### config.mk
export PLATFORM = sky130hd
export DESIGN_NAME = trng_sample_controller
export DESIGN_NICKNAME = d
export VERILOG_FILES = /design/src/rtl/trng_sample_controller.sv
export SDC_FILE = /design/constraint.sdc
export NUM_CORES = 1
export LEC_CHECK = 0
export ABC_AREA = 1
export BUFFER_PORTS_ARGS = -buffer_cell sky130_fd_sc_hd__buf_2
export CORE_ASPECT_RATIO = 0.5
export CORE_UTILIZATION = 53
export CTS_CLUSTER_SIZE = 10
export DETAILED_ROUTE_END_ITERATION = 7
export PLACE_DENSITY = 0.76
export SLEW_MARGIN = 0
export SYNTH_ARGS = -nofsm -noshare
export SYNTH_HDL_FRONTEND = slang
export SYNTH_SLANG_ARGS = --single-unit
export TNS_END_PERCENT = 1
### constraint.sdc
create_clock -name clk -period 1.7 [get_ports clk]
set_input_delay 0.255 -clock clk [delete_from_list [all_inputs] [get_ports clk]]
set_output_delay 0.255 -clock clk [all_outputs]
set_load 0.02 [all_outputs]
### src/rtl/trng_sample_controller.sv
// TRNG sample controller: warm-up flush, decimated capture into words, a
// valid/ready word output and a sticky repetition-count health test.
// Ports: clk, rst (sync, active-high); start (level run request);
//   sampled_bit (sampler output); sampler_en (sampler enable);
//   word_out / word_valid / word_ready (word handshake);
//   busy (active session); health_fail (sticky health failure).
// Optional macro TRNG_VN_DEBIAS_EN adds von Neumann debiasing of captures.
module trng_sample_controller #(
    parameter int WORD_W        = 32,
    parameter int WARMUP_CYCLES = 64,
    parameter int DECIM         = 4,
    parameter int REP_LIMIT     = 16
) (
    input  logic              clk,
    input  logic              rst,
    input  logic              start,
    input  logic              sampled_bit,
    output logic              sampler_en,
    output logic [WORD_W-1:0] word_out,
    output logic              word_valid,
    input  logic              word_ready,
    output logic              busy,
    output logic              health_fail
);

    localparam int WCW = $clog2(WARMUP_CYCLES + 1);
    localparam int DCW = $clog2(DECIM + 1);
    localparam int BCW = $clog2(WORD_W + 1);
    localparam int RCW = $clog2(REP_LIMIT + 1);

    localparam logic [2:0] S_IDLE    = 3'd0;
    localparam logic [2:0] S_WARMUP  = 3'd1;
    localparam logic [2:0] S_COLLECT = 3'd2;
    localparam logic [2:0] S_HOLD    = 3'd3;
    localparam logic [2:0] S_FAIL    = 3'd4;

    logic [2:0]        state;
    logic [WCW-1:0]    warm_cnt;
    logic [DCW-1:0]    dec_cnt;
    logic [BCW-1:0]    bit_cnt;
    logic [RCW-1:0]    run_cnt;
    logic              last_bit;
    logic [WORD_W-1:0] shift_reg;

`ifdef TRNG_VN_DEBIAS_EN
    logic              pair_vld;
    logic              pair_bit;
`endif

    logic              cap;
    logic              dec_wrap;
    logic [RCW-1:0]    run_nxt;
    logic              rep_hit;
    logic              emit;
    logic              emit_bit;
    logic              word_done;
    logic [WORD_W-1:0] shift_nxt;

    assign sampler_en  = (state == S_WARMUP) || (state == S_COLLECT);
    assign busy        = (state != S_IDLE) && (state != S_FAIL);
    assign health_fail = (state == S_FAIL);

    always_comb begin
        dec_wrap = (dec_cnt == DCW'(DECIM - 1));
        cap      = (state == S_COLLECT) && start && dec_wrap;
        // A zero run count marks the first capture of a session.
        run_nxt  = RCW'(1);
        if ((run_cnt != '0) && (sampled_bit == last_bit))
            run_nxt = run_cnt + 1'b1;
        rep_hit  = (run_nxt == RCW'(REP_LIMIT));
`ifdef TRNG_VN_DEBIAS_EN
        // Pair 01 emits 0, 10 emits 1: the emitted bit is the first of the pair.
        emit     = cap && pair_vld && (pair_bit != sampled_bit);
        emit_bit = pair_bit;
`else
        emit     = cap;
        emit_bit = sampled_bit;
`endif
        shift_nxt = {shift_reg[WORD_W-2:0], emit_bit};
        word_done = emit && (bit_cnt == BCW'(WORD_W - 1));
    end

    always_ff @(posedge clk) begin
        if (rst) begin
            state      <= S_IDLE;
            warm_cnt   <= '0;
            dec_cnt    <= '0;
            bit_cnt    <= '0;
            run_cnt    <= '0;
            last_bit   <= 1'b0;
            shift_reg  <= '0;
            word_out   <= '0;
            word_valid <= 1'b0;
`ifdef TRNG_VN_DEBIAS_EN
            pair_vld   <= 1'b0;
            pair_bit   <= 1'b0;
`endif
        end else begin
            unique case (state)
                S_IDLE: begin
                    if (start) begin
                        state    <= S_WARMUP;
                        warm_cnt <= '0;
                    end
                end
                S_WARMUP: begin
                    if (!start) begin
                        state <= S_IDLE;
                    end else if (warm_cnt == WCW'(WARMUP_CYCLES - 1)) begin
                        state     <= S_COLLECT;
                        dec_cnt   <= '0;
                        bit_cnt   <= '0;
                        shift_reg <= '0;
                        run_cnt   <= '0;
`ifdef TRNG_VN_DEBIAS_EN
                        pair_vld  <= 1'b0;
`endif
                    end else begin
                        warm_cnt <= warm_cnt + 1'b1;
                    end
                end
                S_COLLECT: begin
                    if (!start) begin
                        state <= S_IDLE;
                    end else begin
                        dec_cnt <= dec_wrap ? '0 : dec_cnt + 1'b1;
                        if (cap) begin
                            run_cnt  <= run_nxt;
                            last_bit <= sampled_bit;
                            // Health failure wins over word completion.
                            if (rep_hit) begin
                                state <= S_FAIL;
                            end else begin
`ifdef TRNG_VN_DEBIAS_EN
                                pair_vld <= !pair_vld;
                                if (!pair_vld)
                                    pair_bit <= sampled_bit;
`endif
                                if (emit) begin
                                    shift_reg <= shift_nxt;
                                    bit_cnt   <= bit_cnt + 1'b1;
                                end
                                if (word_done) begin
                                    state      <= S_HOLD;
                                    word_out   <= shift_nxt;
                                    word_valid <= 1'b1;
                                    bit_cnt    <= '0;
                                end
                            end
                        end
                    end
                end
                S_HOLD: begin
                    if (word_ready) begin
                        word_valid <= 1'b0;
                        if (start) begin
                            // Resume capture without re-warm-up; the
                            // run count carries over within the session.
                            state     <= S_COLLECT;
                            dec_cnt   <= '0;
                            bit_cnt   <= '0;
                            shift_reg <= '0;
`ifdef TRNG_VN_DEBIAS_EN
                            pair_vld  <= 1'b0;
`endif
                        end else begin
                            state <= S_IDLE;
                        end
                    end
                end
                S_FAIL: begin
                    state <= S_FAIL;
                end
                default: begin
                    state <= S_IDLE;
                end
            endcase
        end
    end

endmodule

# --- Word-level counts from Yosys, hierarchy flattened ---
# Index checks and enable logic that the tools add are counted.
word_totals:
  reg_bits: 89
  latchBits: 0
  ram_bits: 0
  romBits: 0
  input_bits: 5
  word_cells: 108
  n_memories: 0
op_classes:
  n_addsub: 4
  mul: 0
  n_div: 0
  n_lt_le_gt_ge: 0
  eq_ne: 23
  shift: 0
  n_mux: 50
  bitwise_logic: 1
  reduce_logical: 21
op_table:
  columns: ["operator", "count"]
  rows:
  - ["two-way mux 31 bit", 7]
  - ["one-hot mux 31 bit (3 select lines)", 1]
  - ["two-way mux 6 bit", 8]
  - ["two-way mux 3 bit", 14]
  - ["two-way mux 5 bit", 5]
  - ["two-way mux 7 bit", 3]
  - ["!= test 2 bit (second input constant)", 9]
  - ["one-hot mux 6 bit (3 select lines)", 1]
  - ["one-hot mux 3 bit (5 select lines)", 1]
  - ["AND reduction 5 bit", 3]
  - ["one-hot mux 7 bit (2 select lines)", 1]
  - ["AND reduction 6 bit", 2]
  - ["one-hot mux 5 bit (2 select lines)", 1]
  - ["equality test 3 x 2 -> 1 bit (second input constant)", 3]
  - ["one-hot mux 3 bit (3 select lines)", 1]
  - ["AND reduction 8 bit", 1]
  - ["adder 7 x 1 -> 7 bit (second input constant)", 1]
  - ["equality test 7 x 6 -> 1 bit (second input constant)", 1]
  - ["adder 6 x 1 -> 6 bit (second input constant)", 1]
  - ["equality test 6 x 5 -> 1 bit (second input constant)", 1]
  - ["!= test 3 bit (second input constant)", 2]
  - ["nonzero test 2 bit", 3]
  - ["nonzero test 3 bit", 2]
  - ["adder 5 x 1 -> 5 bit (second input constant)", 1]
  - ["other kinds (18)", 26]

# --- Longest topological paths before layout ---
depth:
  ltp_word: 9
  depth_mapped: 14
  mapped_depth_nobuf: 13

# --- Worst setup path after synthesis ---
# Ideal clock, no wire load.
synth_timing:
  kind: "flip-flop to flip-flop"
  start: "reg run_cnt[0]"
  end: "reg shift_reg[15]"
  arrival_time_ns: 1.603
  t_required_ns: 1.564
  slack_ns: -0.040
  stages_incl_launch_ff: 13
  path_cell_list: "dfxtp_1 inv_1 ha_1 inv_1 nor2_1 nand2_1 nand2_1 nor2_2 nand4_4 buf_4 buf_6 nand4_1 a21oi_2"
synth_via:
  elab_chain_len: 6
  elab_cells_between_ends: 7
synth_lines:
  columns: ["element", "line_no", "text"]
  rows:
  - ["start, declared", "41", "logic [RCW-1:0] run_cnt;"]
  - ["start signal, assigned", "128", "run_cnt <= run_nxt;"]
  - ["parallel branches: the longest is 2 deep, another holds adder 5 x 1 -> 5 bit", null, null]
  - ["two-way mux 5 bit *", "68", "if ((run_cnt != '0) && (sampled_bit == last_bit))"]
  - ["equality test 5 bit *", "70", "rep_hit = (run_nxt == RCW'(REP_LIMIT));"]
  - ["!= test 2 bit (no line) *", null, null]
  - ["AND reduction 8 bit (no line) *", null, null]
  - ["end signal, assigned", "140", "shift_reg <= shift_nxt;"]
  - ["end, declared", "43", "logic [WORD_W-1:0] shift_reg;"]
# Every way passes the cells marked *.
# A chain may end at the register's enable or synchronous reset.

# --- Worst setup path in the final report ---
layout_timing:
  start: "reg run_cnt[0]"
  end: "reg shift_reg[6]"
# The elaborated chain is that of the path after synthesis.

==> results.json <==
{
  "fin_ws_ns": -0.1664,
  "antenna_left": 0,
  "cts_buffer_depth": 2,
  "rsz0062_at_grt": "true",
  "p_clk_share_pct": 39.3,
  "final_nets": 628,
  "hold_viol": 0,
  "cts.sinks": 89,
  "cts_tree": "yes",
  "root_buffer": "clkbuf_16",
  "coreArea_um2": 7570,
  "syn_avg_cell_area_um2": 7.758,
  "die_w_um": 129.2,
  "switching_share_pct": 28.28,
  "dr_wl_met3_um": 487,
  "rr_worst_depth": 10,
  "grt_usage_pct": 25.44,
  "p_leak_nw": 2.087,
  "tightest_slew_ns": 0.5828,
  "drive_gt1_share_pct": 34.19,
  "cts_made_buffers": 9,
  "r2r-end": "shift_reg[6]$_SDFFE_PP0P_",
  "drcViolationCount": 0,
  "vias": 3911,
  "worstPathMaxFanout": 11,
  "crit_type": "reg -> reg",
  "drtIter0Drc": 270,
  "synth_edf_count": 0,
  "yosysTopAreaCellShare_pct": 41.53,
  "ctsHoldBuffers": 0,
  "synthTopCellsByArea": "dfxtp_1, a21oi_1, nand2_1",
  "synth_cell_types": 36,
  "yosysWarningCount": 0,
  "cp-start-kind": "flop",
  "path_cells": "ha_4, or2_4, nand2_2, nand2_2, nor2_4, nand4_4, buf_4, buf_4, nand4_1, a21oi_2",
  "largest_register_ffs": 32,
  "worst-r2r-setup-slack_ns": -0.17,
  "max_cap_viol_count": 0,
  "holdCritStartpoint": "sampled_bit",
  "p_per_area_nw_per_um2": 960.2,
  "synth.cell_area_um2": 4290,
  "cp.arrival_ns": 2.08,
  "violations": "negative setup slack",
  "pwr-share-comb_pct": 18.7,
  "hold_class": "in -> reg",
  "syn_nets": 563,
  "relSlewSlack_pct": 61.14,
  "post-dp-hpwl_um": 6064,
  "vdd_ir_drop_max_uv": 588.9,
  "async_flop_share_pct": 0,
  "finalPower_mw": 5.150,
  "cp_top_family": "simple AND/OR/NAND/NOR gates",
  "whs_path_depth": 4,
  "holdPathEnd": "word_out[0]$_SDFFE_PP0P_",
  "drt_first_pass_iters": 4,
  "setup_violations": 73,
  "place_congestion": 0.8995,
  "crit_path_max_incr_delay_ns": 0.37,
  "max_freq_mhz": 535.8,
  "nFillCells": 583,
  "fp.dieH_um": 65.62,
  "io_pins": 41,
  "p_int_mw": 3.694,
  "grt_pass1_wl_um": 16670,
  "fin_skew_ns": 0.006473,
  "ctsHtreeMaxLevel": 3,
  "p_seq_share_pct": 42.0,
  "portBuffers": 40,
  "antenna_cells": 0,
  "route.top_layer_used": "met4",
  "antenna_found_initial": 0,
  "endpoint_kind": "flop",
  "clk_pin_slew_worst_paths_ns": 0.06,
  "grt_pass1_vias": 3637,
  "slowest_stage": "dfxtp_4",
  "area_delta_synth_final_pct": 25.02,
  "worst-path-buf-inv": 2,
  "grt_overflow": 0,
  "grt_max_degree": 46,
  "synthCells": 553,
  "drt-met1-wl_um": 4652,
  "dr_wl_met2_um": 4962,
  "initial_utilization_pct": 56.68,
  "ys.flop_type": "dfxtp_1",
  "row_count": 22,
  "fin_crit_ns": 1.866,
  "finalInstanceArea_um2": 5364,
  "power.switching_mw": 1.457,
  "ys_seq_area_share_pct": 41.53,
  "finalCritPeriodShare_pct": 109.8,
  "place_area_um2": 4778,
  "post_drt_wl_per_cell_um": 14.04,
  "status": "finished with violations",
  "die-area_um2": 8481,
  "yosys.area.top_type": "dfxtp_1",
  "slew_violations": 0,
  "critical_path_required_ns": 1.91,
  "clk_latency_ns": 0.35,
  "viasPerCell": 5.350,
  "wl_um": 10260,
  "rr_startpoint": "run_cnt[0]$_SDFFE_PP0P_",
  "synth_seq_cells": 89
}
## metrics by stage
| stage | hold WS (ns) | utilization [%] | TNS (ns) | worst slack, ns | std cells |
|---|---|---|---|---|---|
| final | 0.2831 | 70.86 | -7.192 | -0.1664 | 731 |
| after CTS | 0.2745 | 68.23 | -4.685 | -0.1242 | 726 |
| after floorplan | 0.4225 | - | -0.05686 | -0.008462 | 553 |
| after global routing | 0.3101 | 70.86 | -15.96 | -0.2977 | 731 |
| after global placement | 0.4398 | 63.12 | -4.189 | -0.09891 | 707 |
| after detailed placement | 0.4512 | 63.12 | -7.239 | -0.1622 | 707 |
## area by class of cell
| cell class | count | area, um^2 | area share, % |
|---|---|---|---|
| multi-input combinational | 359 | 2141 | 39.91 |
| sequential | 89 | 1789 | 33.36 |
| timing repair buffer | 91 | 724.4 | 13.51 |
| inverter | 68 | 267.8 | 4.992 |
| clock buffer | 11 | 242.7 | 4.525 |
| tap | 108 | 135.1 | 2.519 |
| clock inverter | 5 | 63.81 | 1.190 |
## worst max-delay path by stage
stage	depth (start not counted)	from	end
6_report	10	run_cnt[0]$_SDFFE_PP0P_	shift_reg[6]$_SDFFE_PP0P_
5_1_grt	12	run_cnt[1]$_SDFFE_PP0P_	shift_reg[17]$_SDFFE_PP0P_
4_1_cts	11	run_cnt[0]$_SDFFE_PP0P_	bit_cnt[4]$_SDFFE_PP0P_
3_5_place_dp	14	run_cnt[0]$_SDFFE_PP0P_	word_out[13]$_SDFFE_PP0P_
3_3_place_gp	14	run_cnt[0]$_SDFFE_PP0P_	word_out[13]$_SDFFE_PP0P_
2_1_floorplan	11	run_cnt[0]$_SDFFE_PP0P_	word_out[22]$_SDFFE_PP0P_
## worst reg2reg max path, cell delays in order, from the launching register on
cell	delay (ns)
dfxtp_4	0.37
ha_4	0.18
or2_4	0.24
nand2_2	0.06
nand2_2	0.07
nor2_4	0.15
nand4_4	0.14
buf_4	0.17
buf_4	0.17
nand4_1	0.11
a21oi_2	0.07
## cell usage in the layout (no fill, tap or decap), types with 5 or more instances in the layout
cell / n
dfxtp_1: 87
nand2_1: 66
inv_1: 60
a21oi_1: 57
nor2_1: 56
nand4_1: 42
buf_2: 40
buf_4: 39
o21ai_2: 30
a21oi_2: 26
nand2_2: 17
nand3_1: 15
clkbuf_16: 11
o21ai_0: 7
buf_12: 6
nand3_2: 5
nor3_1: 5
## cell usage after synthesis (2+ instances only)
cell	count
a211oi_1	2
a21oi_1	61
a21oi_2	22
buf_1	2
buf_2	11
buf_4	2
buf_6	12
clkbuf_1	10
dfxtp_1	89
ha_1	5
inv_1	64
inv_2	3
nand2_1	71
nand2_2	14
nand3_1	17
nand3_2	3
nand3b_1	2
nand4_1	42
nor2_1	59
nor2_2	2
nor2_4	3
nor3_1	5
o21ai_0	11
o21ai_1	10
o21ai_2	19
xor2_1	2
## power groups by stage
| stage | clock (mW) | combinational (mW) | sequential [mW] |
|---|---|---|---|
| finish | 2.03 | 0.961 | 2.16 |
| detailed placement | 0 | 0.775 | 2.20 |
| global placement | 0 | 0.770 | 2.20 |
| floorplan | 0 | 0.524 | 2.19 |
| CTS | 2.06 | 0.838 | 2.15 |
| global route | 2.14 | 1.05 | 2.17 |
## per-layer routing
metal | up-vias | global-route usage [%]
met1 | 1846 | 31.73
li1 | 1956 | -
met4 | 0 | 6.912
met2 | 91 | 43.15
met5 | - | 0
met3 | 18 | 7.329
## repair_timing
action,4_1_cts,5_1_grt
pin swaps,5,10
buffers inserted,2,3
endpoints found under the setup margin,73,83
gates cloned,1,2
resized for setup,16,39
## cells by family (layout without fill, tap and decap cells)
| kind of cell | count (synthesis) | after routing | share of synthesized area, % |
|---|---|---|---|
| flops | 89 | 89 | 41.53 |
| compound gates | 128 | 128 | 18.81 |
| buf+inv | 105 | 175 | 11.84 |
| xor+xnor | 3 | 3 | 0.6125 |
| simple gates | 223 | 223 | 25.75 |
| fa+ha+maj | 5 | 5 | 1.458 |
Power figures use the tool's default switching activity.
